<file path="src/rtl/video_lvds_rx.sv">
// 7:1 LVDS video deserializer.
// Shifts the three data lanes and the clock lane in at the bit clock. It locks onto the
// clock-lane frame word, rebuilds each 21-bit frame and decodes sync, data enable and
// 6-bit RGB from it.
//
// Ports:
//   clk, rst                      bit clock (7x dot clock), synchronous active-high reset
//   channel1..3, lvdsclk          sampled serial data lanes and LVDS clock lane
//   VideoData                     raw frame {lane3, lane2, lane1}
//   Red, Green, Blue              decoded 6-bit colour
//   HSync, VSync, DataEnable      decoded control bits
//   data_valid                    one-cycle strobe when a new frame is captured
//   locked                        high while aligned to the clock lane
module video_lvds_rx #(
  parameter logic [6:0]  CLK_PATTERN = 7'b1100011,
  parameter int unsigned LOCK_COUNT  = 2,
  parameter int unsigned MISS_LIMIT  = 3
) (
  input  logic        clk,
  input  logic        rst,
  input  logic        channel1,
  input  logic        channel2,
  input  logic        channel3,
  input  logic        lvdsclk,
  output logic [20:0] VideoData,
  output logic [5:0]  Red,
  output logic [5:0]  Green,
  output logic [5:0]  Blue,
  output logic        HSync,
  output logic        VSync,
  output logic        DataEnable,
  output logic        data_valid,
  output logic        locked
);

  localparam logic [3:0] LockCnt  = 4'(LOCK_COUNT);
  localparam logic [3:0] MissLmt  = 4'(MISS_LIMIT);

  typedef enum logic [1:0] {StSearch, StVerify, StLocked} state_e;

  state_e     state_q, state_d;
  logic [6:0] sr_ch1_q, sr_ch2_q, sr_ch3_q, sr_clk_q;
  logic [2:0] phase_q, phase_d;
  logic [3:0] match_cnt_q, match_cnt_d;
  logic [3:0] miss_cnt_q, miss_cnt_d;
  logic       capture;
  logic       boundary;
  logic       pat_match;

  // Decoded fields straight from the shift registers; sr[6] is the first bit received.
  logic [5:0] red_w, green_w, blue_w;

  assign red_w   = {sr_ch1_q[1], sr_ch1_q[2], sr_ch1_q[3], sr_ch1_q[4], sr_ch1_q[5],
                    sr_ch1_q[6]};
  assign green_w = {sr_ch2_q[2], sr_ch2_q[3], sr_ch2_q[4], sr_ch2_q[5], sr_ch2_q[6],
                    sr_ch1_q[0]};
  assign blue_w  = {sr_ch3_q[3], sr_ch3_q[4], sr_ch3_q[5], sr_ch3_q[6], sr_ch2_q[0],
                    sr_ch2_q[1]};

  assign boundary  = (phase_q == 3'd6);
  assign pat_match = (sr_clk_q == CLK_PATTERN);
  assign locked    = (state_q == StLocked);

  always_comb begin
    state_d     = state_q;
    match_cnt_d = match_cnt_q;
    miss_cnt_d  = miss_cnt_q;
    capture     = 1'b0;
    phase_d     = boundary ? 3'd0 : phase_q + 3'd1;

    case (state_q)
      StSearch: begin
        // Any cycle may hold the pattern; a hit defines the frame phase.
        if (pat_match) begin
          phase_d     = 3'd0;
          match_cnt_d = 4'd1;
          if (LockCnt <= 4'd1) begin
            state_d = StLocked;
            capture = 1'b1;
          end else begin
            state_d = StVerify;
          end
        end
      end
      StVerify: begin
        if (boundary) begin
          if (pat_match) begin
            match_cnt_d = match_cnt_q + 4'd1;
            if (match_cnt_d >= LockCnt) begin
              state_d = StLocked;
              capture = 1'b1;
            end
          end else begin
            state_d     = StSearch;
            match_cnt_d = 4'd0;
          end
        end
      end
      StLocked: begin
        if (boundary) begin
          if (pat_match) begin
            capture    = 1'b1;
            miss_cnt_d = 4'd0;
          end else begin
            miss_cnt_d = miss_cnt_q + 4'd1;
            if (miss_cnt_d >= MissLmt) begin
              state_d     = StSearch;
              miss_cnt_d  = 4'd0;
              match_cnt_d = 4'd0;
            end
          end
        end
      end
      default: begin
        state_d = StSearch;
      end
    endcase
  end

  always_ff @(posedge clk) begin
    if (rst) begin
      state_q     <= StSearch;
      sr_ch1_q    <= '0;
      sr_ch2_q    <= '0;
      sr_ch3_q    <= '0;
      sr_clk_q    <= '0;
      phase_q     <= '0;
      match_cnt_q <= '0;
      miss_cnt_q  <= '0;
      VideoData   <= '0;
      Red         <= '0;
      Green       <= '0;
      Blue        <= '0;
      HSync       <= 1'b0;
      VSync       <= 1'b0;
      DataEnable  <= 1'b0;
      data_valid  <= 1'b0;
    end else begin
      state_q     <= state_d;
      sr_ch1_q    <= {sr_ch1_q[5:0], channel1};
      sr_ch2_q    <= {sr_ch2_q[5:0], channel2};
      sr_ch3_q    <= {sr_ch3_q[5:0], channel3};
      sr_clk_q    <= {sr_clk_q[5:0], lvdsclk};
      phase_q     <= phase_d;
      match_cnt_q <= match_cnt_d;
      miss_cnt_q  <= miss_cnt_d;
      data_valid  <= capture;
      // Outputs hold between captures and through loss of lock.
      if (capture) begin
        VideoData  <= {sr_ch3_q, sr_ch2_q, sr_ch1_q};
        Red        <= red_w;
        Green      <= green_w;
        Blue       <= blue_w;
        HSync      <= sr_ch3_q[2];
        VSync      <= sr_ch3_q[1];
        DataEnable <= sr_ch3_q[0];
      end
    end
  end

endmodule

</file>
<file path="config.mk">
export PLATFORM = sky130hd
export DESIGN_NAME = video_lvds_rx
export DESIGN_NICKNAME = d
export VERILOG_FILES = /design/src/rtl/video_lvds_rx.sv
export SDC_FILE = /design/constraint.sdc
export NUM_CORES = 1
export LEC_CHECK = 0
export CORE_MARGIN = 10
export CORE_UTILIZATION = 41
export CTS_BUF_LIST = sky130_fd_sc_hd__clkbuf_8
export DETAILED_ROUTE_END_ITERATION = 8
export PLACE_DENSITY = 0.66
export RECOVER_POWER = 50
export SLEW_MARGIN = 20
export SYNTH_ARGS = -nofsm -noshare
export SYNTH_HDL_FRONTEND = slang
export SYNTH_SLANG_ARGS = --single-unit
export TNS_END_PERCENT = 100
</file>
<file path="constraint.sdc">
create_clock -name clk -period 5.55 [get_ports clk]
set_input_delay 1.11 -clock clk [delete_from_list [all_inputs] [get_ports clk]]
set_output_delay 1.11 -clock clk [all_outputs]
set_load 0.05 [all_outputs]
</file>
==> results.json <==
{
  "cts_tree": "built",
  "hold_class": "reg2reg",
  "post-dp-hpwl_microns": 3060,
  "worstSetupStartpointType": "input port",
  "pwr-share-seq": 0.520,
  "grt_max_degree": 66,
  "cp.arrival_ns": 3.45,
  "grt_use_met2": 0.138,
  "post_cts_buffers": 0,
  "crit_path_end_kind": "flop",
  "sw_frac_of_total": 0.236,
  "power.share.clock": 0.436,
  "p_int_mw": 0.685,
  "wl_per_cell_microns": 12.8,
  "hold_viol": 0,
  "crit_fanout": 65,
  "io_buffer_count": 49,
  "clock_sinks": 63,
  "busiest_layer": "met2",
  "ios": 50,
  "layout_min_cycle_time_ns": 3.23,
  "combPwrFrac": 0.045,
  "yosys_warnings": 0,
  "diodes": 0,
  "path_clk_slew_ns": 0.07,
  "fmaxAchievable_mhz": 310,
  "rsz0062_at_grt": "false",
  "syn_area_sq_um": 2500,
  "tns_ns": 0,
  "synthTopCellsByArea": "dfxtp_1 50%, mux2i_1 9.6%, nor2b_1 7.5%, buf_4 6.9%, nor2_1 4.2%",
  "insertion_delay_ns": 0.33,
  "cts_buffer_depth": 2,
  "drc": 0,
  "detailedPlace.worstSlack_ns": 2.83,
  "initial_core_util": 0.423,
  "routed_wl_microns": 4470,
  "clockRootBuffer": "clkbuf_8",
  "clock_skew_ns": 0.00491,
  "post_cts.resized_instances": 0,
  "nets": 283,
  "violations": "max-capacitance violations, max-slew violations",
  "grtUsageMet1": 0.117,
  "synthCells": 239,
  "finalMaxSlewViolations": 66,
  "yosys.cell_types.count": 37,
  "finalPower_mw": 0.897,
  "avgSynthCellArea_sq_um": 10.5,
  "synthArstFlopShare": 0,
  "drive_above_1_share": 0.0876,
  "grt.overflow.total": 0,
  "setup_viol_count_final": 0,
  "outcome": "finished with violations",
  "hold_buffers": 0,
  "crit_type": "in2reg",
  "switchingPower_mw": 0.211,
  "numCtsBuffers": 9,
  "required_ns": 5.77,
  "die_area_sq_um": 9630,
  "p_leak_nw": 1.27,
  "ys_ff_latch": 63,
  "cap_violations": 1,
  "syn_to_final_growth_pct": 23.5,
  "synth_top_cell_by_area": "dfxtp_1",
  "vias_per_cell": 4.72,
  "die_y_microns": 98.1,
  "powerDensity_nw_per_um2": 290,
  "hold_slack_ns": 0.462,
  "yosysTopAreaCellShare": 0.504,
  "vias": 1647,
  "synth_ff_type": "dfxtp_1",
  "grt_pass1_wl_microns": 7720,
  "place_congestion": 0.738,
  "ant_nets": 0,
  "yosysSeqAreaShare": 0.504,
  "synth-edff-count": 0,
  "drt_iter0_markers": 64,
  "coreArea_sq_um": 5920,
  "post-route-period-util": 0.582,
  "tightest_slew_ns": 2.60,
  "antenna_found_initial": 0,
  "synth_nets": 253,
  "grt.met3_usage": 0.0359,
  "die_x_microns": 98.1,
  "cts_max_level": 3,
  "firstDrtPassIters": 4,
  "grt_pass1_vias": 1619,
  "peakVddDrop_mv": 0.154,
  "grt_use_total": 0.0966,
  "setup_ws_ns": 2.32,
  "num_rows": 28,
  "slew_headroom": -0.734
}
## layout make-up
cell class	count	area, sq um
multi-input combinational	140	1030
fill	526	2830
tap	75	93.8
timing repair buffer	50	492
clock buffer	9	124
inverter	5	18.8
sequential	63	1260
clock inverter	7	72.6
## state kept, by name, indices dropped and copies added (netlist names), 3 cells and up
| name | flops |
|---|---|
| miss_cnt_q | 4 |
| phase_q | 3 |
| match_cnt_q | 4 |
| sr_clk_q | 7 |
| VideoData | 20 |
| sr_ch1_q | 7 |
| sr_ch2_q | 7 |
| sr_ch3_q | 7 |
## synthesized netlist by cell type (3+ instances only)
cell type,count
dfxtp_1,63
nor2b_1,30
nor2_1,28
mux2i_1,24
buf_4,23
ha_1,8
clkbuf_1,7
a21oi_1,5
inv_1,5
nand2_1,5
and2_1,4
nand2b_1,4
nand3b_1,4
nand3_1,3
xnor2_1,3
## through the flow
step                      utilization  cells  area (sq um)
final                           0.522    349          3090
after global routing            0.522    349          3090
after CTS                       0.522    349          3090
after detailed placement        0.489    333          2900
after global placement          0.489    333          2900
after floorplan                     -    239          2500
## cell families after synthesis
logic type / after synthesis / share of synthesized area
buffers and inverters: 36 / 0.0890
AO/OA/AOI/OAI: 15 / 0.0530
AND/OR/NAND/NOR: 89 / 0.203
XOR/XNOR: 3 / 0.0105
adder cells (fa/ha/maj): 8 / 0.0400
flip-flops: 63 / 0.504
multiplexers: 25 / 0.100
## worst max-delay path, stage by stage
cell,delay [ns]
clkbuf_1,1.82
nor2_1,0.15
mux2_2,0.36
## worst paths after layout
kind / start / cells past startpoint / slack, ns / to
max: rst / 3 / 2.32 / state_q[1]
min: sr_clk_q[1] / 1 / 0.46 / sr_clk_q[2]
max reg2reg: state_q[0] / 7 / 3.33 / match_cnt_q[1]
min reg2reg: sr_clk_q[1] / 1 / 0.46 / sr_clk_q[2]
## placed cells by master, fill, tap and decap left out, drive strengths merged, types with 2 or more instances in the layout
master and n:
clkbuf 10, xnor2 3, nand4b 2, and2 4, ha 8, or2 2
inv 6, nor2b 30, clkinv 3, nand3b 4, clkinvlp 2, nand3 3
a21oi 5, mux2i 24, nand2b 4, clkdlybuf4s50 48, nand2 5, dfxtp 63
nor2 28
## power groups by stage
stage / registers [mW] / logic [mW] / clock network (mW)
2_1_floorplan: 0.475 / 0.0307 / 0
3_3_place_gp: 0.476 / 0.0393 / 0
3_5_place_dp: 0.476 / 0.0400 / 0
4_1_cts: 0.466 / 0.0404 / 0.402
5_1_grt: 0.467 / 0.0459 / 0.422
6_report: 0.466 / 0.0399 / 0.391
## metal layers
metal	routed length, microns	part of all wire	vias to the layer above
met5	0	0	-
met4	122	0.027	0
met3	333	0.074	10
met2	1880	0.42	42
met1	2140	0.48	768
li1	-	-	827
(Power assumes the default switching activity.)
